## src/rtl/ad7928_emu_pkg.sv

```systemverilog
// rtl/ad7928_emu_pkg.sv - AD7928 emulator constants, control-word bit map and FSM states
package ad7928_pkg;

  localparam int AD7928_FRAME_BITS = 16;
  localparam int AD7928_CTRL_BITS  = 12;

  localparam int AD7928_CTRL_WRITE   = 11;
  localparam int AD7928_CTRL_SEQ     = 10;
  localparam int AD7928_CTRL_ADD_MSB = 8;
  localparam int AD7928_CTRL_ADD_LSB = 6;
  localparam int AD7928_CTRL_PM_MSB  = 5;
  localparam int AD7928_CTRL_PM_LSB  = 4;
  localparam int AD7928_CTRL_SHADOW  = 3;
  localparam int AD7928_CTRL_RANGE   = 1;
  localparam int AD7928_CTRL_CODING  = 0;

  typedef enum logic [1:0] {
    WAIT_IDLE = 2'd0,
    IDLE      = 2'd1,
    SHIFT     = 2'd2
  } state_t;

  // Outgoing frame: leading zero, channel address, sample. CODING=0 selects
  // offset-binary, which is the two's-complement value with the MSB flipped.
  function automatic logic [15:0] ad7928_miso_word(input logic [2:0]  ch,
                                                   input logic [11:0] value,
                                                   input logic        coding);
    return {1'b0, ch, value[11] ^ ~coding, value[10:0]};
  endfunction

endpackage

```

## src/rtl/ad7928_emu_if.sv

```systemverilog
// rtl/ad7928_emu_if.sv - SPI bus between the ADC-reading master and the AD7928 emulator
interface ad7928_emu_if;
  logic spi_ss;
  logic spi_sck;
  logic spi_mosi;
  logic spi_miso;

  modport master (
    output spi_ss,
    output spi_sck,
    output spi_mosi,
    input  spi_miso
  );

  modport slave (
    input  spi_ss,
    input  spi_sck,
    input  spi_mosi,
    output spi_miso
  );
endinterface

```

## src/rtl/ad7928_emu_edge.sv

```systemverilog
// rtl/ad7928_emu_edge.sv - input conditioner: optional 2-FF sync (AD7928_EMU_SYNC_EN) plus edge detect
module ad7928_emu_edge #(
  parameter logic RST_VAL = 1'b1
) (
  input  logic clk,
  input  logic rst,
  input  logic raw,
  output logic level,
  output logic fall,
  output logic rise
);

  logic prev;

`ifdef AD7928_EMU_SYNC_EN
  logic [1:0] sync;

  always_ff @(posedge clk) begin
    if (rst) begin
      sync <= {2{RST_VAL}};
    end else begin
      sync <= {sync[0], raw};
    end
  end

  assign level = sync[1];
`else
  // Same-clock master: the pin is already synchronous to clk.
  assign level = raw;
`endif

  always_ff @(posedge clk) begin
    if (rst) begin
      prev <= RST_VAL;
    end else begin
      prev <= level;
    end
  end

  assign fall = prev & ~level;
  assign rise = ~prev & level;

endmodule

```

## src/rtl/ad7928_emu.sv

```systemverilog
// rtl/ad7928_emu.sv - AD7928 SPI ADC responder; AD7928_EMU_SYNC_EN adds input synchronizers
module ad7928_emu
  import ad7928_pkg::*;
(
  input  logic              clk,
  input  logic              rst,
  ad7928_emu_if.slave       spi,
  input  logic [11:0]       i_ch_value [8],
  output logic              o_frame,
  output logic [11:0]       o_ctrl,
  output logic [2:0]        o_ch,
  output logic              o_abort
);

  localparam logic [4:0] FCNT_DONE = 5'(AD7928_FRAME_BITS);
  localparam logic [4:0] FCNT_CAP  = 5'(AD7928_CTRL_BITS);

  logic ss_level, ss_fall, ss_rise;
  logic sck_level, sck_fall, sck_rise;
  logic mosi_level, mosi_fall, mosi_rise;

  ad7928_emu_edge #(.RST_VAL(1'b1)) u_ss_edge (
    .clk   (clk),
    .rst   (rst),
    .raw   (spi.spi_ss),
    .level (ss_level),
    .fall  (ss_fall),
    .rise  (ss_rise)
  );

  ad7928_emu_edge #(.RST_VAL(1'b1)) u_sck_edge (
    .clk   (clk),
    .rst   (rst),
    .raw   (spi.spi_sck),
    .level (sck_level),
    .fall  (sck_fall),
    .rise  (sck_rise)
  );

  ad7928_emu_edge #(.RST_VAL(1'b0)) u_mosi_edge (
    .clk   (clk),
    .rst   (rst),
    .raw   (spi.spi_mosi),
    .level (mosi_level),
    .fall  (mosi_fall),
    .rise  (mosi_rise)
  );

  logic unused_edges;
  assign unused_edges = &{1'b0, sck_level, sck_rise, mosi_fall, mosi_rise};

  state_t      state;
  logic [15:0] shreg;
  logic [11:0] cap;
  logic [4:0]  fcnt;
  logic        miso;

  assign spi.spi_miso = miso;

  always_ff @(posedge clk) begin
    if (rst) begin
      state   <= WAIT_IDLE;
      shreg   <= '0;
      cap     <= '0;
      fcnt    <= '0;
      miso    <= 1'b1;
      o_frame <= 1'b0;
      o_abort <= 1'b0;
      o_ctrl  <= '0;
      o_ch    <= '0;
    end else begin
      o_frame <= 1'b0;
      o_abort <= 1'b0;
      unique case (state)
        // A bus still low after reset belongs to a frame we never saw start.
        WAIT_IDLE: begin
          miso <= 1'b1;
          if (ss_level) begin
            state <= IDLE;
          end
        end
        IDLE: begin
          miso <= 1'b1;
          if (ss_fall) begin
            state <= SHIFT;
            shreg <= ad7928_miso_word(o_ch, i_ch_value[o_ch], o_ctrl[AD7928_CTRL_CODING]);
            cap   <= '0;
            fcnt  <= '0;
            miso  <= 1'b0;
          end
        end
        SHIFT: begin
          if (ss_rise) begin
            state <= IDLE;
            miso  <= 1'b1;
            if (fcnt >= FCNT_DONE) begin
              o_frame <= 1'b1;
              if (cap[AD7928_CTRL_WRITE]) begin
                o_ctrl <= cap;
                o_ch   <= cap[AD7928_CTRL_ADD_MSB:AD7928_CTRL_ADD_LSB];
              end
            end else begin
              o_abort <= 1'b1;
            end
          end else if (sck_fall && fcnt < FCNT_DONE) begin
            fcnt  <= fcnt + 5'd1;
            miso  <= shreg[14];
            shreg <= {shreg[14:0], 1'b0};
            if (fcnt < FCNT_CAP) begin
              cap <= {cap[10:0], mosi_level};
            end
          end
        end
        default: begin
          state <= WAIT_IDLE;
          miso  <= 1'b1;
        end
      endcase
    end
  end

endmodule

```

## src/flat_wrapper.sv

```systemverilog
// flat-port wrapper written by rule: the top's interface ports become plain ports
module ad7928_emu_flat import ad7928_pkg::*;
  (clk, rst, i_ch_value, o_frame, o_ctrl, o_ch, o_abort, spi_spi_ss, spi_spi_sck, spi_spi_mosi, spi_spi_miso);
  ad7928_emu_if spi_i ();
  input  logic clk;
  input  logic rst;
  input  logic [11:0] i_ch_value[8];
  output logic o_frame;
  output logic [11:0] o_ctrl;
  output logic [2:0] o_ch;
  output logic o_abort;
  input wire logic [$bits(spi_i.spi_ss)-1:0] spi_spi_ss;
  input wire logic [$bits(spi_i.spi_sck)-1:0] spi_spi_sck;
  input wire logic [$bits(spi_i.spi_mosi)-1:0] spi_spi_mosi;
  output wire logic [$bits(spi_i.spi_miso)-1:0] spi_spi_miso;
  assign spi_i.spi_ss = spi_spi_ss;
  assign spi_i.spi_sck = spi_spi_sck;
  assign spi_i.spi_mosi = spi_spi_mosi;
  assign spi_spi_miso = spi_i.spi_miso;
  ad7928_emu u_core (.clk(clk), .rst(rst), .spi(spi_i), .i_ch_value(i_ch_value), .o_frame(o_frame), .o_ctrl(o_ctrl), .o_ch(o_ch), .o_abort(o_abort));
endmodule
```

## config.mk

```make
export PLATFORM = sky130hd
export DESIGN_NAME = ad7928_emu_flat
export DESIGN_NICKNAME = d
export VERILOG_FILES = /design/src/rtl/ad7928_emu_pkg.sv /design/src/rtl/ad7928_emu_if.sv /design/src/rtl/ad7928_emu_edge.sv /design/src/rtl/ad7928_emu.sv /design/src/flat_wrapper.sv
export SDC_FILE = /design/constraint.sdc
export NUM_CORES = 1
export LEC_CHECK = 0
export BUFFER_PORTS_ARGS = -buffer_cell sky130_fd_sc_hd__buf_4
export CELL_PAD_IN_SITES_DETAIL_PLACEMENT = 0
export CELL_PAD_IN_SITES_GLOBAL_PLACEMENT = 2
export CORE_ASPECT_RATIO = 2
export CORE_MARGIN = 4
export CORE_UTILIZATION = 25
export CTS_CLUSTER_SIZE = 16
export DETAILED_ROUTE_END_ITERATION = 6
export GPL_ROUTABILITY_DRIVEN = 0
export HOLD_SLACK_MARGIN = 0.15
export PLACE_DENSITY_LB_ADDON = 0.1
export SLEW_MARGIN = 40
export SYNTH_ARGS = -nofsm -noshare
export SYNTH_HDL_FRONTEND = slang
export SYNTH_SLANG_ARGS = --single-unit
```

## constraint.sdc

```tcl
create_clock -name clk -period 1.9 [get_ports clk]
set_input_delay 0.19 -clock clk [delete_from_list [all_inputs] [get_ports clk]]
set_output_delay 0.19 -clock clk [all_outputs]
set_load 0.03 [all_outputs]
```

==> impl_metrics.ini, run 1 <==
[clock_tree]
clk_latency_ps = 290
clk_pin_slew_worst_paths_ps = 70
cts.sinks = 51
ctsLongestPathBuffers = 2
cts-root-buf = clkbuf_16
htreeDepth = 2
post_cts_buffers = 0
tritoncts = yes
numCtsBuffers = 5

[timing]
tightest_slew_ps = 560
fin_worst_skew_ps = 7.41
drv_slew = 0
hold_viol = 0
worst_slack_ps = 112
setup-violations-final = 0
fmax_mhz = 559
finalCriticalPeriod_ps = 1790
slew_headroom = 0.627
rsz0062_at_grt = yes
period_share = 0.941

[layout]
fin_area_um2 = 4090
utilization = 0.376
antenna_cells = 0
final_nets = 517
multi_input_area_um2 = 1600
area_growth_pct = 48.0
n_fill_cell = 1108
seq_area_um2 = 1020
drive_gt1_frac = 0.436

[global_route]
grt-ovfl-total = 0
grt_pass1_vias = 2779
antenna_found_initial = 0
grtUsageTotal = 0.155
grt_max_degree = 52
grt_pass1_wl_um = 14900

[die]
die-area_um2 = 12900
die_w_um = 82.4
coreArea_um2 = 10900
initial_utilization = 0.254
io_pins = 119
die_h_um = 157
row_count = 54

[synthesis]
yosysSeqAreaShare = 0.369
synth_cell_type_count = 39
synth_top_cell_by_area = dfxtp_1
syn-cell-area_um2 = 2760
synthMostInstantiatedCell = dfxtp_1
syn_nets = 397
ys_warn_count = 0
synth_edf_count = 0
syn_avg_cell_area_um2 = 9.53
ys_ff_latch = 51
ys_top_cells_by_count = dfxtp_1, nor2_1, a21oi_1
synth_top_area_frac = 0.369
async_flop_share = 0
syn_inst = 290
synthTopCellsByArea = dfxtp_1, mux4_2, a22oi_1, a21oi_1, nor2_1
ys_dominant_reg_cell = dfxtp_1

[hold_path]
min_path_type = primary input to flop

[setup_path]
crit_path_max_fanout = 6
arrival_ps = 2010
ff2ff_setup_slack_ps = 120
required_ps = 2120
startpoint_type = primary input
slowest_delay_ps = 530
worstPathCellList = dlygate4sd3_1 -> buf_4 -> nand2b_1 -> nand2_2 -> a21o_1 -> or4_1 -> a21oi_1
crit_type = primary input to flop
critPathCaptureType = flop
cp_slowest_cell = dlygate4sd3_1

[placement]
portBuffers = 118
placedInstanceArea_um2 = 3890
dp_hpwl_um = 8100
pre_cts_slack_ps = 54.3

[drt]
drt-pass1-iter-count = 4
via_count = 2638
wire_per_inst_um = 18.3
drtIter0Drc = 77
viasPerCell = 4.79
ant_nets = 0
drc = 0
wl_um = 10100

[outcome]
outcome = finished clean

[power]
p_per_area_nw_per_um2 = 867
fin_total_pwr_mw = 3.55
ir_drop_v = 0.000538
leakagePower_nw = 1.60

[run]
drv_cap = 0
==> through the flow <==
| stage | instances | setup TNS [ps] | hold slack (ps) |
|---|---|---|---|
| final | 551 | 0 | 297 |
| after global routing | 551 | -73.5 | 322 |
| after CTS | 551 | 0 | 314 |
| after detailed placement | 540 | 0 | 400 |
| after global placement | 540 | 0 | 396 |
| after floorplan | 290 | 0 | 297 |
==> power by group <==
| part | switching (mW) | internal, mW | total, mW |
|---|---|---|---|
| clock network | 0.398 | 0.487 | 0.885 |
| logic | 0.699 | 0.629 | 1.33 |
| registers | 0.0976 | 1.24 | 1.33 |
==> kinds of logic (layout without fill, tap and decap cells) <==
group,after synthesis,in the layout,synth area share
xor+xnor,1,1,0.00317
fa+ha+maj,6,6,0.0272
compound gates,79,79,0.182
buf+inv,33,154,0.0557
simple gates,89,89,0.146
mux,31,31,0.217
flops,51,51,0.369
==> sequential cells by signal, indices dropped and copies added, names as in the netlist, 2 cells and up <==
signal	cells
u_core.o_ch	2
u_core.state	2
u_core.shreg	15
u_core.cap	12
u_core.o_ctrl	10
u_core.fcnt	5
==> placed cells by master (no fill, tap or decap), drive strengths merged, types with 2 or more instances in the layout <==
cell / netlist / routed
o21ai: 5 / 5
or2: 2 / 2
nor2b: 3 / 3
mux4: 23 / 23
ha: 6 / 6
dfxtp: 51 / 51
a211oi: 14 / 14
nor2: 34 / 34
a22oi: 21 / 21
nor3: 2 / 2
nor4: 2 / 2
inv: 4 / 4
a21o: 3 / 3
nand2: 31 / 31
nor3b: 2 / 2
nand2b: 2 / 2
nand3: 3 / 3
or3: 4 / 4
clkbuf: 17 / 6
a21oi: 31 / 31
mux2i: 7 / 7
dlygate4sd3: 0 / 3
buf: 12 / 139
==> final cells by class <==
class / instances / area share
inverter: 4 / 0.00367
timing repair buffer: 142 / 0.277
sequential: 51 / 0.251
tap: 140 / 0.0428
clock buffer: 6 / 0.0315
multi-input combinational: 206 / 0.392
clock inverter: 2 / 0.00306
==> path summary, 6_finish.rpt <==
path                            cells after the start                     startpoint                                to
worst max-delay path                                7                     spi_spi_ss       u_core.fcnt[3]$_SDFFE_PP0P_
worst min-delay path                                4                    spi_spi_sck  u_core.spi.spi_miso$_SDFFE_PP1P_
worst max register to register                      6   u_core.state[1]$_SDFFE_PP0P_       u_core.fcnt[3]$_SDFFE_PP0P_
worst min register to register                      2  u_core.o_ctrl[2]$_SDFFE_PP0P_     u_core.o_ctrl[2]$_SDFFE_PP0P_
==> layer usage <==
layer	GRT usage	part of all wire
met1	0.150	0.31
met2	0.319	0.63
met3	0.0207	0.042
met4	0.0444	0.012
met5	0	0
==> worst max-delay path, delay by kind of cell <==
family,cells,cell delay [ps]
and+or+nand+nor,3,730
AOI/OAI and AO/OA,2,390
buffers and inverters,2,680
==> what timing repair did <==
action                                  in CTS  in global routing
endpoints found under the setup margin       0                 28
gates resized for setup                      0                  7
hold buffers                                 3                  0
hold endpoints to repair                     3                  0
No activity file was read; power rests on OpenSTA's default activity.
==> run 2: changes to the inputs <==
--- a/config.mk
+++ b/config.mk
@@ -6,11 +6,12 @@
 export NUM_CORES = 1
 export LEC_CHECK = 0
 export BUFFER_PORTS_ARGS = -buffer_cell sky130_fd_sc_hd__buf_4
+export CAP_MARGIN = 20
 export CELL_PAD_IN_SITES_DETAIL_PLACEMENT = 0
 export CELL_PAD_IN_SITES_GLOBAL_PLACEMENT = 2
 export CORE_ASPECT_RATIO = 2
 export CORE_MARGIN = 4
-export CORE_UTILIZATION = 25
+export CORE_UTILIZATION = 29
 export CTS_CLUSTER_SIZE = 16
 export DETAILED_ROUTE_END_ITERATION = 6
 export GPL_ROUTABILITY_DRIVEN = 0
==> constraint.sdc (replaced) <==
create_clock -name clk -period 2.1 [get_ports clk]
set_input_delay 0.21 -clock clk [delete_from_list [all_inputs] [get_ports clk]]
set_output_delay 0.21 -clock clk [all_outputs]
set_load 0.03 [all_outputs]
==> run 2 against run 1 <==
  * Final cell count down 8.0%
  * Design area down 4.0%
  * Clock-buffer cell count up 1
  * Die area down 13%
  * Register-to-register slack better by 160 ps
  * Clock power down 2%
  * Routed wire length down 6.8%
  * Combinational power down 18%
  * Sequential power down 9.8%
  * Via count down 0.68%
  * Sequential share of layout area up 0.97 points
  * Highest routed layer unchanged
  * Core utilization up 4.5 points
  * Largest power group unchanged
==> impl_metrics.ini, run 2 (synthesized netlist as in run 1, its figures left out) <==
[outcome]
outcome = finished clean

[die]
die-area_um2 = 11300
row_count = 50
die_w_um = 77.0
initial_utilization = 0.297
io_pins = 119
coreArea_um2 = 9320
die_h_um = 146

[clock_tree]
post_cts_buffers = 0
numCtsBuffers = 5
clk_latency_ps = 290
cts_resized = 0
htreeDepth = 2
clk_pin_slew_worst_paths_ps = 70
cts-root-buf = clkbuf_16
ctsLongestPathBuffers = 2
tritoncts = yes
cts.sinks = 51

[drt]
drt-pass1-iter-count = 4
drtIter0Drc = 143
viasPerCell = 5.17
wl_um = 9400
wire_per_inst_um = 18.5
ant_nets = 0
via_count = 2620
drc = 0

[timing]
fin_worst_skew_ps = 5.80
tightest_slew_ps = 554
fin_hold_ws_ps = 165
hold_viol = 0
period_share = 0.881
finalCriticalPeriod_ps = 1850
drv_slew = 0
rsz0062_at_grt = no
fmax_mhz = 540
slew_headroom = 0.631
setup-violations-final = 0
fin_setup_tns_ps = 0

[layout]
top_regs = u_core.shreg x15, u_core.cap x12, u_core.o_ctrl x10
final_common_cell = buf_4
regMostFlops = u_core.shreg
final_nets = 509
most-common-layout-cells = buf_4, dfxtp_1, nor2_1
largest_reg_flops = 15
drive_gt1_frac = 0.419
area_growth_pct = 42.1
utilization = 0.421
n_fill_cell = 952
fin_area_um2 = 3930
antenna_cells = 0

[global_route]
met1_usage = 0.165
grtUsageTotal = 0.169
grt-ovfl-total = 0
antenna_found_initial = 0
grt_most_used_layer = met2
grtUsageMet2 = 0.340
use_met3 = 0.0370
grt_pass1_vias = 2765
grt_pass1_wl_um = 14800
grt_max_degree = 52

[setup_path]
crit_type = primary input to flop
startpoint_type = primary input
required_ps = 2320
critPathTopFamily = simple AND/OR/NAND/NOR gates
r2r_start = u_core.state[1]$_SDFFE_PP0P_
critPathCaptureType = flop
reg2reg_depth = 8
slowest_delay_ps = 540
ff2ff_setup_slack_ps = 280
crit_path_max_fanout = 5
crit_buf_inv = 2
r2r-end = u_core.shreg[10]$_SDFFE_PP0P_
arrival_ps = 2070
cp_slowest_cell = dlygate4sd3_1
worstPathCellList = dlygate4sd3_1 -> buf_4 -> nor3b_2 -> nand2_2 -> a21o_1 -> or4_1 -> a21oi_1

[power]
leakagePower_nw = 1.55
p_per_area_nw_per_um2 = 806
ir_drop_v = 0.000550
fin_total_pwr_mw = 3.16

[placement]
placedInstanceArea_um2 = 3750
portBuffers = 118
dp_hpwl_um = 7380

[hold_path]
min_path_cells = 3
min_path_type = primary input to flop
hold_end = u_core.cap[0]$_SDFFE_PP0P_
min_from = spi_spi_mosi

[run]
drv_cap = 0
## run 2: changes by cell type in the layout (fill, tap and decap cells not counted), moves of 2 or more
cell	change
buf_12	-4
buf_6	-2
clkbuf_8	+2
dfxtp_1	+2
dfxtp_2	-2
## run 2: worst min-delay path, cell delays in order
cell and delay (ps):
buf_4 80, a22oi_1 60, nor2_1 80
## run 2: final cells by class
class,count,area (um2),area share
multi-input combinational,206,1590,0.405
sequential,51,1020,0.260
timing repair buffer,134,1010,0.257
clock buffer,7,153,0.0389
tap,104,130,0.0331
inverter,4,15.0,0.00382
clock inverter,1,7.51,0.00191
## run 2: timing repair
action,CTS,global route
setup endpoints to repair,0,0
endpoints found under the hold margin,2,0
hold buffers,2,0
## run 2: how the worst max path moves through the flow
stage	depth (start not counted)	endpoint	start
6_report	7	u_core.fcnt[3]$_SDFFE_PP0P_	spi_spi_sck
2_1_floorplan	5	u_core.shreg[1]$_SDFFE_PP0P_	u_core.o_ch[0]$_SDFFE_PP0P_
3_3_place_gp	8	u_core.cap[2]$_SDFFE_PP0P_	u_core.state[0]$_SDFFE_PP0P_
4_1_cts	7	u_core.fcnt[3]$_SDFFE_PP0P_	spi_spi_sck
5_1_grt	8	u_core.cap[3]$_SDFFE_PP0P_	u_core.state[0]$_SDFFE_PP0P_
3_5_place_dp	8	u_core.shreg[10]$_SDFFE_PP0P_	u_core.state[1]$_SDFFE_PP0P_
## run 2: power breakdown
group / total [mW] / leakage, nW / switching (mW) / internal (mW)
logic: 1.09 / 1.06 / 0.611 / 0.482
clock network: 0.869 / 0.0761 / 0.362 / 0.507
registers: 1.20 / 0.415 / 0.0861 / 1.12
## run 2: routing by layer
layer,up-vias,part of all wire
met5,-,0
met2,68,0.59
met3,5,0.053
met1,1256,0.35
li1,1291,-
met4,0,0.012
## run 2: stage by stage
step / cells / setup WS (ps)
2_1_floorplan: 290 / 119
3_3_place_gp: 497 / 280
3_5_place_dp: 497 / 272
4_1_cts: 507 / 246
5_1_grt: 507 / 87.6
6_report: 507 / 249
==> run 3: changes to the inputs <==
--- a/config.mk
+++ b/config.mk
@@ -5,13 +5,14 @@
 export SDC_FILE = /design/constraint.sdc
 export NUM_CORES = 1
 export LEC_CHECK = 0
+export ABC_AREA = 1
 export BUFFER_PORTS_ARGS = -buffer_cell sky130_fd_sc_hd__buf_4
 export CAP_MARGIN = 20
 export CELL_PAD_IN_SITES_DETAIL_PLACEMENT = 0
 export CELL_PAD_IN_SITES_GLOBAL_PLACEMENT = 2
 export CORE_ASPECT_RATIO = 2
 export CORE_MARGIN = 4
-export CORE_UTILIZATION = 29
+export CORE_UTILIZATION = 26
 export CTS_CLUSTER_SIZE = 16
 export DETAILED_ROUTE_END_ITERATION = 6
 export GPL_ROUTABILITY_DRIVEN = 0
==> run 3 against run 2 <==
  * Combinational power up 20%
  * Worst setup slack better by 84 ps
  * Clock skew shrank 3.3 ps
  * Clock-buffer cell count rose by 1
  * Largest power group is now combinational cells
  * Routed wire length grew 3.5%
  * Global-route usage shrank 1.3 points
  * Non-clock buffer count decreased by 2
  * Largest cell class unchanged
  * Critical endpoint is now u_core.cap[0]$_SDFFE_PP0P_
  * Sequential share of layout area down 0.68 points
  * Critical path depth is 3 higher
==> impl_metrics.ini, run 3 <==
[synthesis]
synth_compound_area_frac = 0.282
ys_ff_latch = 51
synthMostInstantiatedCell = nand2_1
synth_top_family_by_area = compound AO/OA/AOI/OAI gates
synthTopCellsByArea = dfxtp_1, o21ai_0, nand2_1, nor2_1, a21oi_1
synth_edf_count = 0
synth_top_area_frac = 0.362
syn-cell-area_um2 = 2820
synth_top_cell_by_area = dfxtp_1
synth-xor-area-share = 0.00311
syn_avg_cell_area_um2 = 6.67
synth-simple-area-share = 0.249
ys_top_cells_by_count = nand2_1, o21ai_0, nor2_1
syn_nets = 530
synth_cell_type_count = 28
async_flop_share = 0
ys_dominant_reg_cell = dfxtp_1
synth-adder-area-share = 0.0266
yosysSeqAreaShare = 0.362
synth.mux.area_fraction = 0
ys_warn_count = 0
syn_inst = 423

[drt]
viasPerCell = 4.75
via_count = 3170
drt-pass1-iter-count = 4
wire_per_inst_um = 14.6
drtIter0Drc = 122
drc = 0
wl_um = 9730
ant_nets = 0

[placement]
placedInstanceArea_um2 = 3850
pre_cts_slack_ps = 333
dp_cells = 658
portBuffers = 118
dp_hpwl_um = 7340

[layout]
largest_reg_flops = 15
utilization = 0.382
regMostFlops = u_core.shreg
most-common-layout-cells = buf_4, nand2_1, o21ai_0
final_nets = 637
area_growth_pct = 42.8
top_regs = u_core.shreg x15, u_core.cap x12, u_core.o_ctrl x10
fin_area_um2 = 4030
final_common_cell = buf_4
antenna_cells = 0
finish.cell_count_without_fillers = 668
drive_gt1_frac = 0.279

[timing]
rsz0062_at_grt = no
fin_setup_tns_ps = 0
period_share = 0.841
fin_worst_skew_ps = 2.53
drv_slew = 0
setup-violations-final = 0
worst_slack_ps = 334
tightest_slew_ps = 492
finalCriticalPeriod_ps = 1770
slew_headroom = 0.672
fin_hold_ws_ps = 184
hold_viol = 0
fmax_mhz = 566

[setup_path]
crit_path_max_fanout = 12
critPathTopFamily = simple AND/OR/NAND/NOR gates
critPathCaptureType = flop
crit_type = flop to flop
worstPathCellList = inv_1 -> ha_1 -> inv_1 -> nor2_4 -> nand3_4 -> inv_4 -> nand2_2 -> nor2_4 -> nand2_1 -> a21oi_1
cp_slowest_cell = dfxtp_1
startpoint_type = flop
required_ps = 2320
crit_buf_inv = 3
slowest_delay_ps = 390
arrival_ps = 1990

[clock_tree]
clk_pin_slew_worst_paths_ps = 60
numCtsBuffers = 5
ctsLongestPathBuffers = 2
cts-root-buf = clkbuf_16
htreeDepth = 2
tritoncts = yes
cts.sinks = 51
clk_latency_ps = 290

[global_route]
grt_max_degree = 52
grt_pass1_wl_um = 15400
grt_most_used_layer = met2
grtUsageMet2 = 0.292
antenna_found_initial = 0
met1_usage = 0.173
grtUsageTotal = 0.156
grt_pass1_vias = 3183
use_met3 = 0.0226
grt-ovfl-total = 0

[die]
io_pins = 119
die_h_um = 155
die-area_um2 = 12700
die_w_um = 81.6
coreArea_um2 = 10500
initial_utilization = 0.267
row_count = 53

[power]
ir_drop_v = 0.000734
fin_total_pwr_mw = 3.34
leakagePower_nw = 1.72
p_per_area_nw_per_um2 = 828

[hold_path]
min_path_type = primary input to flop

[outcome]
outcome = finished clean

[run]
drv_cap = 0
## run 3: changes by cell type after synthesis, sizes merged, moves of 10 or more
cell / before / now
inv: 4 / 16
a22oi: 21 / 0
mux4: 23 / 0
a211oi: 14 / 0
nor2: 34 / 73
nand2: 31 / 77
a31oi: 0 / 12
o21ai: 5 / 75
o22ai: 1 / 20
nand3: 3 / 13
## run 3: final timing paths
| kind | end | slack, ps | depth (start not counted) | start |
|---|---|---|---|---|
| hold / removal | u_core.cap[0]$_SDFFE_PP0P_ | 180 | 3 | spi_spi_mosi |
| setup reg to reg | u_core.cap[0]$_SDFFE_PP0P_ | 330 | 10 | u_core.state[0]$_SDFFE_PP0P_ |
| setup / recovery | u_core.cap[0]$_SDFFE_PP0P_ | 330 | 10 | u_core.state[0]$_SDFFE_PP0P_ |
| hold reg to reg | u_core.shreg[0]$_SDFFE_PP0P_ | 470 | 2 | u_core.shreg[0]$_SDFFE_PP0P_ |
## run 3: what timing repair did
item | 4_1_cts | 5_1_grt
endpoints found under the hold margin | 2 | 0
gates resized for setup | 0 | 0
hold buffers | 2 | 0
buffers inserted | 0 | 0
## run 3: cells by family (layout without fill, tap and decap cells)
family	Yosys count	after routing
simple gates	169	169
compound gates	148	148
fa+ha+maj	6	6
xor+xnor	1	1
buf+inv	48	156
flops	51	51
## run 3: layout make-up
cell class | instances | area [um2]
timing repair buffer | 132 | 1030
fill | 1146 | 6520
inverter | 16 | 62.6
multi-input combinational | 324 | 1580
clock buffer | 8 | 156
sequential | 51 | 1020
tap | 137 | 171
## run 3: power by group
group          total [mW]  leakage (nW)  switching [mW]  internal [mW]
clock network       0.852        0.0772           0.344          0.508
registers            1.17         0.415          0.0726           1.10
logic                1.31          1.23           0.797          0.515
total                3.34          1.72            1.21           2.12
## run 3: layer usage
metal / part of all wire / wire length (um)
met5: 0 / 0
met4: 0.013 / 131
met3: 0.066 / 641
met2: 0.53 / 5190
met1: 0.39 / 3760
## run 3: tightest hold or removal path: cells and delay by family
kind	cells	cell delay (ps)
AND/OR/NAND/NOR	1	60
AO/OA/AOI/OAI	1	50
buffers and inverters	1	110
